## src/rtl/tmr_fault_monitor.sv

```systemverilog
// tmr_fault_monitor: turns raw TMR pair-mismatch flags into confirmed faults,
// drives a resync req/ack handshake, latches a no-majority alarm and counts
// majority-voted command arrivals.
// Optional build macro: TMR_MON_STICKY_LOG_EN adds the err_sticky[2:0] log output.
module tmr_fault_monitor #(
  parameter int unsigned PERSIST     = 4,
  parameter int unsigned HOLDOFF     = 1024,
  parameter int unsigned ACK_TIMEOUT = 256,
  parameter int unsigned CNT_W       = 8
) (
  input  logic             clk,
  input  logic             rst,
  input  logic [2:0]       trx_error,
  input  logic [2:0]       output_io_error,
  input  logic [2:0]       command_arrive_discrepancy,
  input  logic [2:0]       command_arrive,
  input  logic             resync_ack,
  input  logic             clear_fatal,
  output logic             resync_req,
  output logic [2:0]       fault_instance,
  output logic [CNT_W-1:0] fault_cnt_1,
  output logic [CNT_W-1:0] fault_cnt_2,
  output logic [CNT_W-1:0] fault_cnt_3,
  output logic [CNT_W-1:0] unclass_cnt,
  output logic [CNT_W-1:0] cmd_cnt,
  output logic             fatal
`ifdef TMR_MON_STICKY_LOG_EN
  ,
  output logic [2:0]       err_sticky
`endif
);

  localparam int unsigned PCNT_W = (PERSIST > 2) ? $clog2(PERSIST) : 1;
  localparam int unsigned HCNT_W = (HOLDOFF > 2) ? $clog2(HOLDOFF) : 1;
  localparam int unsigned TCNT_W = (ACK_TIMEOUT > 2) ? $clog2(ACK_TIMEOUT) : 1;

  typedef enum logic [2:0] {
    ST_MONITOR = 3'd0,
    ST_CONFIRM = 3'd1,
    ST_RESYNC  = 3'd2,
    ST_HOLDOFF = 3'd3,
    ST_FATAL   = 3'd4
  } state_t;

  state_t state_q, state_d;

  // Latched pattern and the persistence / holdoff / ack-timeout counters
  logic [2:0]        pl_q, pl_d;
  logic [PCNT_W-1:0] pcnt_q, pcnt_d;
  logic [HCNT_W-1:0] hcnt_q, hcnt_d;
  logic [TCNT_W-1:0] tcnt_q, tcnt_d;

  // Next values of the registered outputs
  logic             resync_req_d;
  logic [2:0]       fault_instance_d;
  logic [CNT_W-1:0] fault_cnt_1_d;
  logic [CNT_W-1:0] fault_cnt_2_d;
  logic [CNT_W-1:0] fault_cnt_3_d;
  logic [CNT_W-1:0] unclass_cnt_d;
  logic             fatal_d;

  // Combined mismatch pattern and decoded conditions
  logic [2:0] pat_c;
  logic       confirm_c;
  logic       is_inst1_c;
  logic       is_inst2_c;
  logic       is_inst3_c;
  logic       is_single_c;
  logic       is_nomaj_c;
  logic       timeout_c;
  logic       hold_done_c;
  logic       cmd_vote_c;

  function automatic logic [CNT_W-1:0] sat_inc(input logic [CNT_W-1:0] v);
    return (v == {CNT_W{1'b1}}) ? v : v + CNT_W'(1);
  endfunction

  // Pattern decode; a pair is named by the two instances it disagrees across
  always_comb begin
    pat_c       = trx_error | output_io_error | command_arrive_discrepancy;
    confirm_c   = (state_q == ST_CONFIRM) && (pat_c == pl_q) &&
                  (pcnt_q == PCNT_W'(PERSIST - 1));
    is_inst1_c  = (pat_c == 3'b101);
    is_inst2_c  = (pat_c == 3'b011);
    is_inst3_c  = (pat_c == 3'b110);
    is_single_c = is_inst1_c | is_inst2_c | is_inst3_c;
    is_nomaj_c  = (pat_c == 3'b111);
    timeout_c   = (tcnt_q == TCNT_W'(ACK_TIMEOUT - 1));
    hold_done_c = (hcnt_q == HCNT_W'(HOLDOFF - 1));
    cmd_vote_c  = (command_arrive[0] & command_arrive[1]) |
                  (command_arrive[1] & command_arrive[2]) |
                  (command_arrive[0] & command_arrive[2]);
  end

  // State register
  always_ff @(posedge clk) begin
    if (!rst) begin
      state_q <= ST_MONITOR;
    end else begin
      state_q <= state_d;
    end
  end

  // Next-state logic
  always_comb begin
    state_d = state_q;
    case (state_q)
      ST_MONITOR: begin
        if (pat_c != 3'b000) state_d = ST_CONFIRM;
      end
      ST_CONFIRM: begin
        if (pat_c == 3'b000) begin
          state_d = ST_MONITOR;
        end else if (confirm_c) begin
          if (is_single_c)     state_d = ST_RESYNC;
          else if (is_nomaj_c) state_d = ST_FATAL;
          else                 state_d = ST_HOLDOFF;
        end
      end
      ST_RESYNC: begin
        // A same-edge ack beats the timeout
        if (resync_ack)     state_d = ST_HOLDOFF;
        else if (timeout_c) state_d = ST_FATAL;
      end
      ST_HOLDOFF: begin
        if (hold_done_c) state_d = ST_MONITOR;
      end
      ST_FATAL: begin
        if (clear_fatal) state_d = ST_MONITOR;
      end
      default: state_d = ST_MONITOR;
    endcase
  end

  // Output and datapath next values
  always_comb begin
    pl_d             = pl_q;
    pcnt_d           = pcnt_q;
    hcnt_d           = hcnt_q;
    tcnt_d           = tcnt_q;
    resync_req_d     = resync_req;
    fault_instance_d = fault_instance;
    fault_cnt_1_d    = fault_cnt_1;
    fault_cnt_2_d    = fault_cnt_2;
    fault_cnt_3_d    = fault_cnt_3;
    unclass_cnt_d    = unclass_cnt;
    fatal_d          = fatal;
    case (state_q)
      ST_MONITOR: begin
        if (pat_c != 3'b000) begin
          pl_d   = pat_c;
          pcnt_d = PCNT_W'(1);
        end
      end
      ST_CONFIRM: begin
        if (pat_c == 3'b000) begin
          pcnt_d = '0;
        end else if (pat_c != pl_q) begin
          pl_d   = pat_c;
          pcnt_d = PCNT_W'(1);
        end else if (!confirm_c) begin
          pcnt_d = pcnt_q + PCNT_W'(1);
        end else begin
          pcnt_d = '0;
          if (is_single_c) begin
            resync_req_d     = 1'b1;
            tcnt_d           = '0;
            fault_instance_d = {is_inst3_c, is_inst2_c, is_inst1_c};
            if (is_inst1_c) fault_cnt_1_d = sat_inc(fault_cnt_1);
            if (is_inst2_c) fault_cnt_2_d = sat_inc(fault_cnt_2);
            if (is_inst3_c) fault_cnt_3_d = sat_inc(fault_cnt_3);
          end else if (is_nomaj_c) begin
            fatal_d = 1'b1;
          end else begin
            unclass_cnt_d = sat_inc(unclass_cnt);
            hcnt_d        = '0;
          end
        end
      end
      ST_RESYNC: begin
        if (resync_ack) begin
          resync_req_d = 1'b0;
          hcnt_d       = '0;
        end else if (timeout_c) begin
          resync_req_d = 1'b0;
          fatal_d      = 1'b1;
        end else begin
          tcnt_d = tcnt_q + TCNT_W'(1);
        end
      end
      ST_HOLDOFF: begin
        if (hold_done_c) begin
          fault_instance_d = 3'b000;
        end else begin
          hcnt_d = hcnt_q + HCNT_W'(1);
        end
      end
      ST_FATAL: begin
        resync_req_d = 1'b0;
        if (clear_fatal) begin
          fatal_d          = 1'b0;
          fault_instance_d = 3'b000;
        end
      end
      default: begin
        pcnt_d = '0;
      end
    endcase
  end

  // Datapath and registered outputs
  always_ff @(posedge clk) begin
    if (!rst) begin
      pl_q           <= '0;
      pcnt_q         <= '0;
      hcnt_q         <= '0;
      tcnt_q         <= '0;
      resync_req     <= 1'b0;
      fault_instance <= 3'b000;
      fault_cnt_1    <= '0;
      fault_cnt_2    <= '0;
      fault_cnt_3    <= '0;
      unclass_cnt    <= '0;
      fatal          <= 1'b0;
    end else begin
      pl_q           <= pl_d;
      pcnt_q         <= pcnt_d;
      hcnt_q         <= hcnt_d;
      tcnt_q         <= tcnt_d;
      resync_req     <= resync_req_d;
      fault_instance <= fault_instance_d;
      fault_cnt_1    <= fault_cnt_1_d;
      fault_cnt_2    <= fault_cnt_2_d;
      fault_cnt_3    <= fault_cnt_3_d;
      unclass_cnt    <= unclass_cnt_d;
      fatal          <= fatal_d;
    end
  end

  // Majority-voted command counter, free-running and wrapping
  always_ff @(posedge clk) begin
    if (!rst) begin
      cmd_cnt <= '0;
    end else if (cmd_vote_c) begin
      cmd_cnt <= cmd_cnt + CNT_W'(1);
    end
  end

`ifdef TMR_MON_STICKY_LOG_EN
  logic [2:0] sticky_set_c;

  // Per-group raw activity, no persistence filtering
  always_comb begin
    sticky_set_c = {|command_arrive_discrepancy, |output_io_error, |trx_error};
  end

  // Sticky log: set beats a same-cycle operator clear
  always_ff @(posedge clk) begin
    if (!rst) begin
      err_sticky <= 3'b000;
    end else if (clear_fatal) begin
      err_sticky <= sticky_set_c;
    end else begin
      err_sticky <= err_sticky | sticky_set_c;
    end
  end
`endif

endmodule

```

## config.mk

```make
export PLATFORM = sky130hd
export DESIGN_NAME = tmr_fault_monitor
export DESIGN_NICKNAME = d
export VERILOG_FILES = /design/src/rtl/tmr_fault_monitor.sv
export SDC_FILE = /design/constraint.sdc
export NUM_CORES = 1
export LEC_CHECK = 0
export ABC_CLOCK_PERIOD_IN_PS = 2800
export BUFFER_PORTS_ARGS = -buffer_cell sky130_fd_sc_hd__clkbuf_2
export CAP_MARGIN = 20
export CORE_ASPECT_RATIO = 1.4
export CORE_MARGIN = 2
export CORE_UTILIZATION = 35
export CTS_CLUSTER_DIAMETER = 80
export DETAILED_ROUTE_END_ITERATION = 16
export PLACE_DENSITY = 0.55
export SLEW_MARGIN = 25
export SYNTH_ARGS = -nofsm -noshare
export SYNTH_HDL_FRONTEND = slang
export SYNTH_SLANG_ARGS = --single-unit
```

## constraint.sdc

```tcl
create_clock -name clk -period 2.8 [get_ports clk]
set_clock_uncertainty 0.15 [all_clocks]
set_input_delay 0.28 -clock clk [delete_from_list [all_inputs] [get_ports clk]]
set_output_delay 0.28 -clock clk [all_outputs]
set_load 0.01 [all_outputs]
```

== Word-level counts from Yosys, hierarchy flattened ==
Index checks and enable logic that the tools add are counted.

* Output and inout bits: 45
* Flip-flop bits (word level): 71
* Logic and storage cells: 152
* Input port bits: 16

* Bitwise operators: 18
* Reductions and logical operators: 23
* Equal/unequal tests: 35
* Add/sub/neg operators: 8
* Mux-type cells: 55

{| class="wikitable"
|+ Operators by type and width
! kind !! count
|-
| 2-to-1 mux 10 bit || 7
|-
| adder 8 x 1 -> 8 bit (second input constant) || 6
|-
| 2-to-1 mux 3 bit || 16
|-
| 2-to-1 mux 8 bit || 6
|-
| AND reduction 7 bit || 6
|-
| equality test 8 bit (second input constant) || 5
|-
| inequality test 2 bit (second input constant) || 15
|-
| case mux 10 bit (3 select lines) || 1
|-
| case mux 8 bit (2 select lines) || 1
|-
| case mux 3 bit (5 select lines) || 1
|-
| 2-to-1 mux 1 bit || 14
|-
| equality test 3 bit (second input constant) || 4
|-
| nonzero test 3 bit || 4
|-
| adder 10 x 1 -> 10 bit (second input constant) || 1
|-
| equality test 10 bit (second input constant) || 1
|-
| equality test 3 x 2 -> 1 bit (second input constant) || 3
|-
| inverter 1 bit || 9
|-
| case mux 3 bit (3 select lines) || 1
|-
| AND reduction 9 bit || 1
|-
| 2-to-1 mux 2 bit || 4
|-
| AND reduction 8 bit || 1
|-
| zero test 3 bit || 2
|-
| OR 3 bit || 2
|-
| case mux 1 bit (3 select lines) || 2
|-
| 19 further kinds || 26
|}

== Depth between registers and ports, before layout ==
* Word-level depth: 10
* Gate-level depth with buffers: 8
* Depth with buffers taken out: 7

== Least setup slack after synthesis ==
Ideal clock, no wire load.

* Kind: register -> register
* From: register pl_q[0]
* To: register unclass_cnt[3]
* Arrival: 2.114 ns
* Stages on the path, launching flop included: 7
* Path buffers: 0
* Data required time: 2.534 ns
* Path slack: 0.420 ns
* Library setup time: 0.116 ns
* Period minus slack after synthesis: 2.380 ns
* Cells stage by stage: dfxtp_1 -> or4_4 -> a21oi_1 -> o21ai_1 -> nor4_4 -> a21oi_1 -> a31o_1

* Cells in the longest elaborated chain, start to end: 4
* Elaborated cells between the ends (all ways): 6
* Classes of those cells: 2 x eq/ne; 1 x bitwise; 3 x reduce/logical

{| class="wikitable"
|+ Ends and longest elaborated chain
! item !! RTL line !! source
|-
| start: declaration || 48 || <nowiki>logic [2:0] pl_q, pl_d;</nowiki>
|-
| start signal: assignment || 226 || <nowiki>pl_q <= pl_d;</nowiki>
|-
| equality test 3 bit || 81 || <nowiki>confirm_c = (state_q == ST_CONFIRM) && (pat_c == pl_q) &&</nowiki>
|-
| logical AND 1 bit (2 in a row) || 81 ||
|-
| AND reduction 7 bit (no line) (*) || -- ||
|-
| end signal: assignment || 235 || <nowiki>unclass_cnt <= unclass_cnt_d;</nowiki>
|-
| end: declaration || 24 || <nowiki>output logic [CNT_W-1:0] unclass_cnt,</nowiki>
|}

Every way passes the cells marked *; elsewhere a longest branch is shown, timed or not.
A chain may end at the register's enable or synchronous reset.

== Final worst setup path ==
* From: register pl_q[2]
* To: register fault_cnt_2[7]

* Cells in the longest elaborated chain, start to end: 4
* Elaborated cells between the ends (all ways): 6
* Classes of those cells: 2 x eq/ne; 1 x bitwise; 3 x reduce/logical

{| class="wikitable"
|+ Ends and longest elaborated chain
! item !! RTL line !! source
|-
| equality test 3 bit || 81 ||
|-
| logical AND 1 bit (2 in a row) || 81 ||
|-
| AND reduction 7 bit (no line) (*) || -- ||
|-
| end signal: assignment || 233 || <nowiki>fault_cnt_2 <= fault_cnt_2_d;</nowiki>
|-
| end: declaration || 22 || <nowiki>output logic [CNT_W-1:0] fault_cnt_2,</nowiki>
|}

Marks and branches as above.

==> impl_metrics.yaml <==
clocking:
  cts_hold_buffers: 0
  clock_sinks: 71
  cts_setup_buffers: 0
  cts.repair.resized: 0
  clockBufferDepth: 2
  cts.clk_slew.worst_paths_ns: 0.06
  cts_buffers: 9
  cts_tree: "built"
  clk_latency_ns: 0.34
  cts_root_buffer: "clkbuf_16"
  cts_htree_levels: 3
critical_path:
  r2r_slack_ns: 0.15
  path_class: "reg2reg"
  slowest_delay_ns: 0.58
  r2r_end: "fault_cnt_2[7]"
  endpoint_kind: "flop"
  rr_worst_depth: 6
  worst-path-buf-inv: 0
  cp_num_cells: 6
  startpoint: "pl_q[2]"
  cp_slowest_cell: "or4_1"
  reg2reg_from: "pl_q[2]"
  startpoint_type: "flop"
  cp_max_fo: 16
  path_cells: "or4_1, a221oi_2, o211ai_4, nor4_1, xnor2_1, nor2_1"
  crit_family: "simple AND/OR/NAND/NOR gates"
  crit_required_ns: 2.87
  arrival_ns: 2.72
timing:
  fin_crit_ns: 2.65
  final.setup.tns_ns: 0
  max-slew-margin-rel_pct: 38.8
  worstMarginPinSlew_ns: 0.915
  fin_crit_sh_pct: 94.7
  drv_slew: 0
  hold_viol_final: 0
  setup_viol: 0
  rsz0062_at_grt: "no"
  finalWorstSetupSlack_ns: 0.148
  max_freq_mhz: 377
yosys:
  avgSynthCellArea_sq_um: 8.07
  synthSimpleGateAreaFrac_pct: 31.4
  synth_compound_area_share_pct: 17.7
  synth_cells: 472
  synth_area_leaders: "dfxtp_1 (37%), nor2_1 (5.8%), xnor2_1 (5.3%)"
  yosys_register_bits: 71
  yosysWarnings: 0
  synth.largest_area_cell: "dfxtp_1"
  yosysUniqueCellTypes: 66
  syn_area_sq_mm: 0.00381
  yosys.area_share.adder_pct: 2.89
  yosysTopAreaCellShare_pct: 37.3
  synth-xor-area-share_pct: 7.13
  synth_seq_area_share_pct: 37.3
  synth_common_cells: "dfxtp_1 (71), nor2_1 (59), nand2_1 (51)"
  async_reset_ff_share_pct: 0
  synth_mux_area_share_pct: 0.526
  synth_top_family_by_area: "simple AND/OR/NAND/NOR gates"
  synth_edf_count: 0
  synth_top_flop_cell: "dfxtp_1"
  yosysMostFrequentCell: "dfxtp_1"
  syn_nets: 496
placed_design:
  io_buffer_count: 60
  dp_slack_ns: 0.137
  place_hpwl_um: 7600
  place_area_sq_mm: 0.00434
  gp_congestion: 0.860
routing:
  routed_wirelength_um: 10100
  avgViaCountPerCell: 5.45
  dr.first_iter.drc_count: 153
  drc_errors: 0
  firstDrtPassIters: 4
  via_count: 3748
  wl_per_cell_um: 14.7
  ant_nets: 0
final_layout:
  fillers: 1134
  stdcell_area_sq_mm: 0.00465
  drive_gt1_share_pct: 19.9
  multi_input_area_sq_mm: 0.00227
  utilization_pct: 43.5
  diodes: 0
  syn2layout_area_growth_pct: 22.2
  nNetsFinal: 566
  regArea_sq_mm: 0.00142
hold_path:
  worstHoldStart: "resync_ack"
  whs_path_depth: 3
  min_to: "state_q[2]"
  hold_path_class: "in2reg"
floorplan:
  dieArea_sq_mm: 0.0117
  initial_core_util_pct: 35.6
  chipHeight_um: 127
  fp.dieW_um: 92.2
  io_pins: 61
  fp.coreArea_sq_mm: 0.0107
  placementRows: 45
status:
  status: "finished, final reports clean"
pwr:
  ir_drop_mv: 0.311
  p_total_uw: 2840
  powerDensity_mw_per_mm2: 611
  p_leak_uw: 0.00176
global_route:
  grt_pass1_vias: 3489
  grt_max_degree: 30
  grt_overflow: 0
  grtUsageTotal_pct: 17.6
  grt_pass1_wl_um: 16700
  antenna_found_initial: 0
flow_run:
  max-cap-violations: 0
[per-layer routing]
metal / part of all wire, % / track usage (%)
met5: 0 / 0
met4: 2.6 / 7.55
met3: 3.7 / 3.60
met2: 50 / 30.2
met1: 44 / 21.2
[area by class of cell]
type | count | area share [%]
timing repair buffer | 79 | 9.52
inverter | 8 | 0.645
sequential | 71 | 30.5
tap | 141 | 3.79
clock inverter | 7 | 1.86
clock buffer | 9 | 4.84
multi-input combinational | 373 | 48.8
[flip-flops by register name, indices dropped and copies added, names as in the netlist]
name / flops
fatal: 1
cmd_cnt: 8
hcnt_q: 10
fault_instance: 3
state_q: 3
tcnt_q: 8
fault_cnt_3: 8
unclass_cnt: 8
fault_cnt_1: 8
pl_q: 3
resync_req: 1
pcnt_q: 2
fault_cnt_2: 8
[metrics by stage]
| step | cells | hold slack [ns] |
|---|---|---|
| 5_1_grt | 688 | 0.260 |
| 3_5_place_dp | 672 | 0.321 |
| 6_report | 688 | 0.222 |
| 3_3_place_gp | 672 | 0.312 |
| 2_1_floorplan | 472 | 0.290 |
| 4_1_cts | 688 | 0.205 |
[placed cells by master (no fill, tap or decap), types with 3 or more instances in the layout]
master	n
clkbuf_16	9
o21ai_0	23
o31ai_1	4
nand2b_1	4
buf_4	19
o32ai_1	8
nand3_1	30
xnor2_1	23
or3_1	6
nand3b_1	4
nor3_1	20
xor2_1	8
nor2_1	59
ha_1	8
clkbuf_2	60
nor2b_1	4
o211ai_1	3
and3_1	12
nand2_1	51
and4_1	3
a311oi_1	3
inv_1	8
a21oi_1	22
a31oi_1	6
and2_1	3
nor4_1	11
nand4_1	11
dfxtp_1	71
[worst min-delay path, stage by stage]
cell	delay [ns]
clkbuf_2	0.17
o31a_1	0.17
nor4_1	0.04
[cell families after synthesis]
kind of cell | Yosys count
compound gates | 97
xor+xnor | 31
fa+ha+maj | 9
buf+inv | 28
flops | 71
mux | 2
simple gates | 234
[power breakdown]
| group | internal [uW] | switching [uW] | total, uW |
|---|---|---|---|
| sequential | 1050 | 57.0 | 1110 |
| combinational | 202 | 332 | 534 |
| clock | 710 | 486 | 1200 |
| total | 1970 | 876 | 2840 |
[worst max-delay path by stage]
| stage | end | slack [ns] |
|---|---|---|
| floorplan | unclass_cnt[3] | 0.42 |
| global placement | fault_cnt_1[7] | 0.24 |
| detailed placement | fault_cnt_2[7] | 0.14 |
| CTS | fault_cnt_2[7] | 0.17 |
| global route | fault_cnt_2[7] | 0.01 |
| finish | fault_cnt_2[7] | 0.15 |
(Power assumes the default switching activity.)
